### src/rtl/seq_multiplier.sv
// seq_multiplier: shift-add multiplier, one multiplier bit per cycle, LSB first.
// Produces a full 2*WIDTH-bit product for unsigned or two's-complement operands.
// Signed operands are multiplied as magnitudes and the sign is applied at the end.
// Optional early exit when the remaining multiplier is zero: SEQ_MULT_EARLY_EXIT_EN.
module seq_multiplier #(
   parameter int unsigned WIDTH = 4
) (
   input  logic               clk,
   input  logic               rst_n,
   input  logic               in_valid,
   output logic               in_ready,
   input  logic [WIDTH-1:0]   a,
   input  logic [WIDTH-1:0]   b,
   input  logic               is_signed,
   output logic               out_valid,
   input  logic               out_ready,
   output logic [2*WIDTH-1:0] product,
   output logic               busy
);

   localparam int unsigned CNT_W = $clog2(WIDTH + 1);
   localparam int unsigned PW    = 2 * WIDTH;

   typedef enum logic [1:0] {StIdle, StCalc, StDone} state_e;

   state_e            state_q, state_d;
   logic [WIDTH-1:0]  mcand_q, mcand_d;
   logic [WIDTH-1:0]  mplier_q, mplier_d;
   logic [PW-1:0]     acc_q, acc_d;
   logic [CNT_W-1:0]  count_q, count_d;
   logic              neg_q, neg_d;
   logic [PW-1:0]     product_q, product_d;

   logic [WIDTH-1:0]  a_mag, b_mag;
   logic [PW-1:0]     addend, acc_sum;
   logic              last_iter;

   // Operand magnitudes; the most negative value maps to 2^(WIDTH-1) unsigned.
   always_comb begin
      a_mag = (is_signed && a[WIDTH-1]) ? (~a) + WIDTH'(1) : a;
      b_mag = (is_signed && b[WIDTH-1]) ? (~b) + WIDTH'(1) : b;
   end

   // Partial-product accumulation and end-of-calculation detection.
   always_comb begin
      addend  = mplier_q[0] ? (PW'(mcand_q) << count_q) : '0;
      acc_sum = acc_q + addend;
`ifdef SEQ_MULT_EARLY_EXIT_EN
      last_iter = (count_q == CNT_W'(WIDTH - 1)) || (mplier_q[WIDTH-1:1] == '0);
`else
      last_iter = (count_q == CNT_W'(WIDTH - 1));
`endif
   end

   // Next-state logic for the FSM and datapath registers.
   always_comb begin
      state_d   = state_q;
      mcand_d   = mcand_q;
      mplier_d  = mplier_q;
      acc_d     = acc_q;
      count_d   = count_q;
      neg_d     = neg_q;
      product_d = product_q;
      case (state_q)
         StIdle: begin
            if (in_valid) begin
               mcand_d  = a_mag;
               mplier_d = b_mag;
               // A zero operand forces a positive result so -0 never appears.
               neg_d    = is_signed && (a[WIDTH-1] ^ b[WIDTH-1]) && (a != '0) && (b != '0);
               acc_d    = '0;
               count_d  = '0;
               state_d  = StCalc;
            end
         end
         StCalc: begin
            acc_d    = acc_sum;
            mplier_d = mplier_q >> 1;
            count_d  = count_q + CNT_W'(1);
            if (last_iter) begin
               product_d = neg_q ? (~acc_sum) + PW'(1) : acc_sum;
               state_d   = StDone;
            end
         end
         StDone: begin
            if (out_ready) state_d = StIdle;
         end
         default: state_d = StIdle;
      endcase
   end

   // State registers with synchronous active-low reset.
   always_ff @(posedge clk) begin
      if (!rst_n) begin
         state_q   <= StIdle;
         mcand_q   <= '0;
         mplier_q  <= '0;
         acc_q     <= '0;
         count_q   <= '0;
         neg_q     <= 1'b0;
         product_q <= '0;
      end else begin
         state_q   <= state_d;
         mcand_q   <= mcand_d;
         mplier_q  <= mplier_d;
         acc_q     <= acc_d;
         count_q   <= count_d;
         neg_q     <= neg_d;
         product_q <= product_d;
      end
   end

   // Handshake outputs decoded from the state.
   always_comb begin
      in_ready  = (state_q == StIdle);
      out_valid = (state_q == StDone);
      busy      = (state_q != StIdle);
      product   = product_q;
   end

endmodule
### config.mk
export PLATFORM = sky130hd
export DESIGN_NAME = seq_multiplier
export DESIGN_NICKNAME = d
export VERILOG_FILES = /design/src/rtl/seq_multiplier.sv
export SDC_FILE = /design/constraint.sdc
export NUM_CORES = 1
export LEC_CHECK = 0
export ABC_AREA = 1
export CAP_MARGIN = 20
export CORE_MARGIN = 3
export CORE_UTILIZATION = 25
export CTS_CLUSTER_DIAMETER = 40
export DETAILED_ROUTE_END_ITERATION = 10
export DONT_BUFFER_PORTS = 1
export GPL_ROUTABILITY_DRIVEN = 0
export PLACE_DENSITY = 0.48
export RECOVER_POWER = 100
export SKIP_CTS_REPAIR_TIMING = 1
export SYNTH_ARGS = -nofsm -noshare
export SYNTH_HDL_FRONTEND = slang
export SYNTH_SLANG_ARGS = --single-unit
### constraint.sdc
create_clock -name clk -period 5.7 [get_ports clk]
set_clock_uncertainty 0.05 [all_clocks]
set_input_delay 1.425 -clock clk [delete_from_list [all_inputs] [get_ports clk]]
set_output_delay 1.425 -clock clk [all_outputs]
set_load 0.02 [all_outputs]
; ---- After elaboration in Yosys (flattened, before gate mapping)
; Index checks and enable logic that the tools add are counted.
[op_classes]
add_sub_neg = 5
eq_ne = 6
n_shift = 1
mux = 14
bitwise = 4
n_reduce_logical = 14
[op_table]
columns = op, n
row1 = $mux 8, 3
row2 = $pmux 8 s2, 1
row3 = $mux 4, 3
row4 = $add 4x1->4 const B, 2
row5 = $add 8x1->8 const B, 1
row6 = $add 8x8->8, 1
row7 = $not 4->4, 2
row8 = $not 8->8, 1
row9 = $pmux 4 s2, 1
row10 = $reduce_bool 4->1, 2
row11 = $shl 4x3->8, 1
row12 = $mux 2, 3
row13 = $pmux 2 s3, 1
row14 = $pmux 3 s2, 1
row15 = $reduce_and 2->1, 3
row16 = $logic_and 1x1->1, 5
row17 = $ne 2x2->1 const B, 2
row18 = $reduce_bool 2->1, 2
row19 = $add 3x1->3 const B, 1
row20 = $eq 3x2->1 const B, 1
row21 = $mux 3, 1
row22 = $reduce_and 3->1, 1
row23 = $eq 2x1->1 const B, 1
row24 = $eq 2x2->1 const B, 1
row25 = other kinds (3), 3
[totals]
register_bits = 30
in_bits = 13
output_inout_bits = 11
word_cells = 51

; ---- Depth between registers and ports, before layout
; Gate-level depths: netlist of the first run.
[depth]
ltp_word = 6
ltp_mapped = 20
ltp_nobuf = 20

; ---- Worst setup path after synthesis of the first run
; No wires, ideal clock.
[synth_path]
kind = register to output
start = register state_q[1]
end = output busy
arrival_ns = 0.998
path_slack_ns = 3.227
path_stages_with_launch = 3
path_buffers = 0
path_cell_list = dfxtp_1 nor2_1 inv_1
[synth_via]
elab_chain_cells = 1
[synth_rtl]
columns = element, line_no
row1 = "start, declared", 26  ; state_e state_q, state_d;
row2 = "start signal, assigned", 95  ; state_q <= StIdle;
row3 = "start signal, assigned", 103  ; state_q <= state_d;
row4 = $reduce_bool 2->1, 117  ; busy = (state_q != StIdle);
row5 = "end, declared", 18  ; output logic busy
; No other way between the ends.

; ---- Final worst setup path of the first run
[layout_path]
start = input in_valid
end = register mplier_q[1]
[layout_via]
elab_chain_cells = 2
[layout_rtl]
columns = element, line_no
row1 = "start, declared", 10  ; input logic in_valid,
row2 = $ne 2x2->1 (no line), -
row3 = $reduce_and 2->1 (no line), -
row4 = "end signal, assigned", 105  ; mplier_q <= mplier_d;
row5 = "end, declared", 28  ; logic [WIDTH-1:0] mplier_q, mplier_d;
; No other way between the ends.
; A chain may end at the register's enable or synchronous reset.

==> flow_summary.yaml, run 1 <==
route:
  drcViolationCount: 0
  drt-initial-drc-count: 141
  first_pass_iters: 4
  via_count: 1842
  detail_route.wl_per_cell_um: 12.1
  detail_route.vias_per_cell: 4.58
  aggregate_routed_wire_length_um: 4850
  detail-route-antenna-nets: 0
synthesis:
  yosysTopAreaCell: "dfxtp_1"
  synth-compound-area-share: 0.170
  dominantRegCellSynth: "dfxtp_1"
  synth_area_sq_um: 2000
  synthArstFlopShare: 0
  dominant_combinational_cell_family_by_area_after_synthesis: "simple AND/OR/NAND/NOR gates"
  synth.ff_latch_count: 30
  yosys-mux-area-fraction: 0
  synthesis.area_per_instance_sq_um: 6.61
  post_synth_xor_area_fraction: 0.00878
  synth_warnings: 0
  synth-simple-area-share: 0.324
  synth_enable_flop_cells: 0
  synth.lib_cells_used.distinct: 34
  portion_of_the_post_synthesis_area_used_by_sequential_elements: 0.301
  synth_top_area_share: 0.301
  yosys.area_share.adder: 0.0853
  post_synth_main_area_contributors: "dfxtp_1, nand2_1, ha_1, inv_1, a21oi_1"
  synthesis.instances: 302
  synthesis.nets: 328
power:
  pwr_density_cell_nw_per_um2: 217
  power.ir.vdd_worst_uv: 110
  leakage_nw: 0.942
layout:
  antennaDiodeCount: 0
  syn2layout_area_growth_pct: 7.52
  finalNetCount: 328
  final_cell_area_sq_um: 2150
  layout.area.seq_sq_um: 601
  layout-drive-gt1-share: 0.0759
  multiInputGateArea_sq_um: 1150
  layout.core_utilization: 0.287
  num-fill-cells: 814
placed_design:
  i_o_buffers: 0
  placed_wire_length_estimate_after_detailed_placement_um: 3660
  placed_cell_area_sq_um: 2080
clock_network:
  cts-root-to-sink-buffers: 2
  numCtsBuffers: 5
  clock_tree_from_tritoncts: "yes"
  worst_setup_hold_path_clk_slew_ns: 0.06
  cts_sinks: 30
  clock_tree.htree_level_count: 2
  clock_insertion_delay_worst_skew_ns: 0.28
  cts_root_buf: "clkbuf_8"
global_route:
  remaining_overflow_grt: 0
  globalRouteTotalUtil: 0.115
  grt_first_pass_wirelength_um: 8190
  number_of_global_route_vias_before_repair: 1734
  pin_count_of_the_biggest_net_entering_global_routing: 21
  initial_antenna_violation_count: 0
worst_setup_path:
  setup.worst_path.class: "primary input to register"
  crit_path_end_kind: "register"
  cp_data_arrival_time_ns: 3.30
  crit_path_start_kind: "primary input"
  critical_path_peak_fanout: 15
  critPathRequiredTime_ns: 5.85
outcome:
  run_status: "completed"
floorplan:
  design.die.area_sq_um: 9090
  ioPinCount: 24
  floorplan.die.width_um: 95.3
  core_area_sq_um: 7490
  num_rows: 31
  initial_utilization: 0.267
  die_height_um: 95.3
timing:
  holdWs_ns: 0.419
  min_period_over_period: 0.553
  grt_setup_unrepaired: "no"
  setup-violations-final: 0
  finalHoldViolations: 0
  slew_headroom: 0.280
  tmin_final_ns: 3.15
  setup_tns_ns: 0
  finalMaxSlewViolations: 0
  maxClockFrequency_mhz: 317
  worstMarginPinSlew_ns: 1.08
worst_hold_path:
  min_path_type: "register to register"
flow_run:
  maxCapViolations: 0
[through the flow]
stage	cells	setup slack (ns)	power [mW]
after floorplan	302	3.23	0.283
after global placement	394	3.19	0.294
after detailed placement	394	3.18	0.294
after CTS	402	2.87	0.477
after global routing	402	2.24	0.490
final	402	2.55	0.466
[worst paths after layout]
| path | from | endpoint | slack (ns) | depth (start not counted) |
|---|---|---|---|---|
| worst min-delay path | mplier_q[3]$_SDFFE_PN0P_ | mplier_q[3]$_SDFFE_PN0P_ | 0.42 | 2 |
| worst max-delay path | in_valid | mplier_q[1]$_SDFFE_PN0P_ | 2.55 | 5 |
| worst max register to register | state_q[1]$_SDFFE_PN0P_ | mplier_q[1]$_SDFFE_PN0P_ | 3.11 | 6 |
| worst min register to register | mplier_q[3]$_SDFFE_PN0P_ | mplier_q[3]$_SDFFE_PN0P_ | 0.42 | 2 |
[cell families (layout without fill, tap and decap cells)]
family          count (synthesis)  count (layout)
simple gates                  144             144
xor+xnor                        2               2
buf+inv                        53              54
compound gates                 60              60
flops                          30              30
fa+ha+maj                      13              13
[report_power, final]
part / internal, mW / switching (mW) / total (mW)
logic: 0.0190 / 0.0436 / 0.0626
registers: 0.217 / 0.00724 / 0.224
clock network: 0.0973 / 0.0824 / 0.180
[synthesized netlist by cell type (3+ instances only)]
| library cell | count |
|---|---|
| nor2_1 | 21 |
| dfxtp_1 | 30 |
| nand4_1 | 4 |
| inv_1 | 40 |
| o21ai_0 | 15 |
| nor2_4 | 3 |
| nand3_1 | 19 |
| ha_1 | 12 |
| nand2_1 | 84 |
| inv_2 | 4 |
| clkbuf_1 | 3 |
| a31oi_1 | 5 |
| nand2_2 | 5 |
| a21oi_1 | 28 |
| nand3_2 | 3 |
[worst max-delay path: stages]
cell	delay [ns]
nand2_1	0.25
clkinvlp_2	0.38
nor2_1	0.91
nand2_1	0.13
a31oi_1	0.20
[sequential cells by signal, summed over array words and instances, names as in the netlist]
signal    count
mplier_q      4
neg_q         1
product       8
state_q       2
count_q       3
mcand_q       4
acc_q         8
[cells in the final DEF (no fill, tap or decap), types with 3 or more instances in the layout]
cell / count
a21oi_1: 28
a31oi_1: 5
clkbuf_8: 6
dfxtp_1: 30
ha_1: 12
inv_1: 41
inv_2: 3
nand2_1: 86
nand2_2: 4
nand3_1: 19
nand3_2: 3
nand4_1: 4
nor2_1: 23
o21ai_0: 15
[metal layers]
layer  global-route usage  routed length, um  vias to the layer above
met5                    0                  0                        -
met4               0.0505                112                        0
met3               0.0237                192                       10
met2                0.185               2130                       34
met1                0.148               2420                      818
li1                     -                  -                      980
[area by class of cell]
type,instances,share of cell area
Clock buffer,7,0.0402
Clock inverter,1,0.00233
Inverter,46,0.0822
Multi-Input combinational cell,219,0.538
Sequential cell,30,0.280
Tap cell,99,0.0577
(Power assumes the default switching activity.)
==> inputs of run 2 (changes only) <==
==> constraint.sdc (replaced) <==
create_clock -name clk -period 3.1 [get_ports clk]
set_clock_uncertainty 0.05 [all_clocks]
set_input_delay 0.775 -clock clk [delete_from_list [all_inputs] [get_ports clk]]
set_output_delay 0.775 -clock clk [all_outputs]
set_load 0.02 [all_outputs]
==> flow_summary.yaml, run 2 (synthesis gave the netlist of run 1 again) <==
worst_setup_path:
  critical_path.top_delay_family: "simple AND/OR/NAND/NOR gates"
  worst-path-buf-inv: 4
  cp_data_arrival_time_ns: 2.72
  crit_top_cell: "inv_1"
  critical_path_peak_fanout: 15
  worst_path_max_delay_cell: "nor2_1"
  critical_path.cell_chain: "inv_1 > nor2_1 > inv_1 > nor2_4 > inv_1 > a21oi_1 > o21ai_0 > nand2_1 > inv_1"
  crit_path_end_kind: "register"
  crit_path_start_kind: "register"
  critPathRequiredTime_ns: 3.23
  reg2regPathDepth: 9
  setup.worst_path.class: "register to register"
  cp_slowest_stage_delay_ns: 0.93
  path_depth: 9
floorplan:
  floorplan.die.width_um: 95.3
  initial_utilization: 0.267
  die_height_um: 95.3
  ioPinCount: 24
  core_area_sq_um: 7490
  design.die.area_sq_um: 9090
  num_rows: 31
flow_run:
  maxCapViolations: 0
route:
  detail_route.vias_per_cell: 4.71
  drcViolationCount: 0
  detail-route-antenna-nets: 0
  via_count: 1895
  drt-initial-drc-count: 87
  first_pass_iters: 4
  detail_route.wl_per_cell_um: 12.3
  aggregate_routed_wire_length_um: 4930
outcome:
  run_status: "completed"
layout:
  antennaDiodeCount: 0
  syn2layout_area_growth_pct: 7.40
  finalNetCount: 328
  layout_commonest_cell: "nand2_1"
  mostFrequentLayoutCells: "nand2_1, inv_1, dfxtp_1"
  final_cell_area_sq_um: 2140
  multiInputGateArea_sq_um: 1150
  layoutNonFillerInstCount: 402
  layout-drive-gt1-share: 0.0660
  layout.area.seq_sq_um: 601
  num-fill-cells: 841
timing:
  min_period_over_period: 0.836
  setup_tns_ns: 0
  setup-violations-final: 0
  finalMaxSlewViolations: 0
  grt_setup_unrepaired: "no"
  finalHoldViolations: 0
  slew_headroom: 0.158
  maxClockFrequency_mhz: 386
  holdWs_ns: 0.418
  worstMarginPinSlew_ns: 1.26
  tmin_final_ns: 2.59
clock_network:
  clock_tree_from_tritoncts: "yes"
  cts_root_buf: "clkbuf_8"
  worst_setup_hold_path_clk_slew_ns: 0.07
  cts_sinks: 30
  clock_tree.htree_level_count: 2
  cts-root-to-sink-buffers: 2
  clock_insertion_delay_worst_skew_ns: 0.28
  numCtsBuffers: 5
worst_hold_path:
  min_path_type: "register to register"
  hold_depth: 2
power:
  leakage_nw: 0.941
  power.ir.vdd_worst_uv: 163
  pwr_density_cell_nw_per_um2: 402
  post-layout-total-power_mw: 0.862
global_route:
  number_of_global_route_vias_before_repair: 1735
  globalRouteTotalUtil: 0.118
  initial_antenna_violation_count: 0
  pin_count_of_the_biggest_net_entering_global_routing: 21
  grt_first_pass_wirelength_um: 8420
  remaining_overflow_grt: 0
placed_design:
  placed_wire_length_estimate_after_detailed_placement_um: 3760
  i_o_buffers: 0
  placedCellCount: 394
  placed_cell_area_sq_um: 2080
run 2: worst paths after layout:
kind / startpoint / to / slack (ns)
max: state_q[0]$_SDFFE_PN0P_ / product[4]$_SDFFE_PN0P_ / 0.51
min: mplier_q[3]$_SDFFE_PN0P_ / mplier_q[3]$_SDFFE_PN0P_ / 0.42
max reg2reg: state_q[0]$_SDFFE_PN0P_ / product[4]$_SDFFE_PN0P_ / 0.51
min reg2reg: mplier_q[3]$_SDFFE_PN0P_ / mplier_q[3]$_SDFFE_PN0P_ / 0.42
run 2: worst min-delay path, delay by kind of cell (launching register included):
family,cells,cell delay [ns]
flops,1,0.31
simple gates,1,0.06
compound gates,1,0.06
run 2: per-layer routing:
layer  global-route usage  part of all wire  vias up
met5                    0                 0        -
li1                     -                 -      984
met4               0.0397             0.016        0
met2                0.185              0.45       39
met1                0.163              0.51      865
met3               0.0213             0.031        7
run 2: cell type report:
| class | count | area share |
|---|---|---|
| sequential | 30 | 0.280 |
| tap | 99 | 0.0578 |
| multi-input combinational | 219 | 0.537 |
| clock buffer | 7 | 0.0403 |
| clock inverter | 1 | 0.00234 |
| inverter | 46 | 0.0823 |
run 2: power breakdown:
part	switching, mW	internal, mW
logic	0.0819	0.0351
clock network	0.153	0.179
registers	0.0139	0.399
total	0.249	0.613
run 2: stage by stage:
step,util,setup WS [ns]
floorplan,-,0.898
global route,0.286,0.213
global placement,0.277,0.629
finish,0.286,0.509
detailed placement,0.277,0.613
CTS,0.289,0.590
==> inputs of run 3 (changes only) <==
==> constraint.sdc (replaced) <==
create_clock -name clk -period 2.45 [get_ports clk]
set_clock_uncertainty 0.05 [all_clocks]
set_input_delay 0.6125 -clock clk [delete_from_list [all_inputs] [get_ports clk]]
set_output_delay 0.6125 -clock clk [all_outputs]
set_load 0.02 [all_outputs]
==> flow_summary.yaml, run 3 (synthesis gave the netlist of run 1 again) <==
clock_network:
  cts_root_buf: "clkbuf_8"
  clock_tree.htree_level_count: 2
  clock_tree_from_tritoncts: "yes"
  numCtsBuffers: 5
  worst_setup_hold_path_clk_slew_ns: 0.07
  cts-root-to-sink-buffers: 2
  clock_insertion_delay_worst_skew_ns: 0.29
  cts_sinks: 30
layout:
  finalNetCount: 336
  antennaDiodeCount: 0
  syn2layout_area_growth_pct: 18.1
  layout-drive-gt1-share: 0.206
  layout_commonest_cell: "nand2_1"
  layout.core_utilization: 0.315
  mostFrequentLayoutCells: "nand2_1, inv_1, a21oi_1"
  layoutNonFillerInstCount: 410
route:
  wl_met3_um: 136
  first_pass_iters: 4
  top_layer: "met4"
  drt-initial-drc-count: 69
  wl_met1_um: 2520
  detail-route-antenna-nets: 0
  routed-wl-met2_um: 2350
  drcViolationCount: 0
  aggregate_routed_wire_length_um: 5080
  via_count: 1867
  detail_route.vias_per_cell: 4.55
  detail_route.wl_per_cell_um: 12.4
floorplan:
  core_area_sq_um: 7490
  initial_utilization: 0.267
  design.die.area_sq_um: 9090
  floorplan.die.width_um: 95.3
  die_height_um: 95.3
  ioPinCount: 24
  num_rows: 31
global_route:
  grt_first_pass_wirelength_um: 8170
  remaining_overflow_grt: 0
  number_of_global_route_vias_before_repair: 1743
  pin_count_of_the_biggest_net_entering_global_routing: 21
  initial_antenna_violation_count: 0
  globalRouteTotalUtil: 0.116
power:
  combinational_share_of_power: 0.153
  intPower_mw: 0.878
  power.ir.vdd_worst_uv: 191
  leakage_nw: 1.01
  clkPwrFrac: 0.414
  switching_power_mw: 0.339
  post-layout-total-power_mw: 1.22
  sequential_share_of_power: 0.433
  power.switching_fraction: 0.279
  pwr_density_cell_nw_per_um2: 517
timing:
  worst_slack_ns: 0.0977
  finalHoldViolations: 0
  slew_headroom: 0.558
  tmin_final_ns: 2.35
  grt_setup_unrepaired: "yes"
  setup-violations-final: 0
  min_period_over_period: 0.960
  maxClockFrequency_mhz: 425
  worstMarginPinSlew_ns: 0.663
  finalMaxSlewViolations: 0
placed_design:
  i_o_buffers: 0
  dp_worst_setup_slack_ns: 0.0326
  placed_wire_length_estimate_after_detailed_placement_um: 3710
  placedCellCount: 397
worst_hold_path:
  min_path_type: "primary input to register"
flow_run:
  maxCapViolations: 0
worst_setup_path:
  setup.worst_path.class: "register to register"
  critPathRequiredTime_ns: 2.57
  cp_data_arrival_time_ns: 2.48
  crit_path_start_kind: "register"
  critical_path.cell_chain: "inv_4 > nand3_2 > nor2_2 > ha_2 > fa_2 > inv_2 > ha_2 > nand4_1 > nor2_1 > nand2_2 > nand3_1 > nand2_1 > nor2_1 > nor2_1"
  crit_top_cell: "nor2_1"
  cp_slowest_stage_delay_ns: 0.45
  critical_path_peak_fanout: 7
  regToRegSetupSlack_ns: 0.1
  crit_path_end_kind: "register"
  worst_path_max_delay_cell: "fa_2"
outcome:
  run_status: "completed"
-- run 3: layout make-up --
type / instances / area, sq um
clock inverters: 1 / 30.0
well taps: 99 / 124
inverters: 46 / 179
flip-flops and latches: 30 / 609
clock buffers: 7 / 76.3
repair buffers: 8 / 60.1
fillers: 821 / 5130
multi-input cells: 219 / 1280
-- run 3: through the flow --
stage | instance area, sq um | hold slack, ns | TNS (ns)
global route | 2360 | 0.413 | -0.0891
global placement | 2100 | 0.406 | -0.0178
detailed placement | 2100 | 0.410 | 0
finish | 2360 | 0.401 | 0
CTS | 2200 | 0.402 | 0
floorplan | 2000 | 0.393 | 0
-- run 3: final timing paths --
kind,startpoint,endpoint,depth (start not counted)
setup / recovery,count_q[0]$_SDFFE_PN0P_,product[6]$_SDFFE_PN0P_,14
hold / removal,rst_n,mcand_q[0]$_SDFFE_PN0P_,2
setup reg to reg,count_q[0]$_SDFFE_PN0P_,product[6]$_SDFFE_PN0P_,14
hold reg to reg,mplier_q[3]$_SDFFE_PN0P_,mplier_q[3]$_SDFFE_PN0P_,2
-- run 3: power groups by stage --
stage               sequential [mW]  clock (mW)  combinational (mW)
global placement              0.532           0               0.158
floorplan                     0.527           0               0.131
detailed placement            0.532           0               0.157
CTS                           0.521       0.521               0.158
global route                  0.530       0.537               0.208
finish                        0.527       0.504               0.186
-- run 3: critical path: cells and delay by family, from the launching register on --
family	cells	cell delay, ns
adders and majority gates	3	0.85
and+or+nand+nor	9	0.79
DFF	1	0.39
buffers and inverters	2	0.18
-- run 3: routing by layer --
metal,vias up,global-route usage
li1,997,-
met1,846,0.153
met2,20,0.184
met3,4,0.0260
met4,0,0.0433
met5,-,0
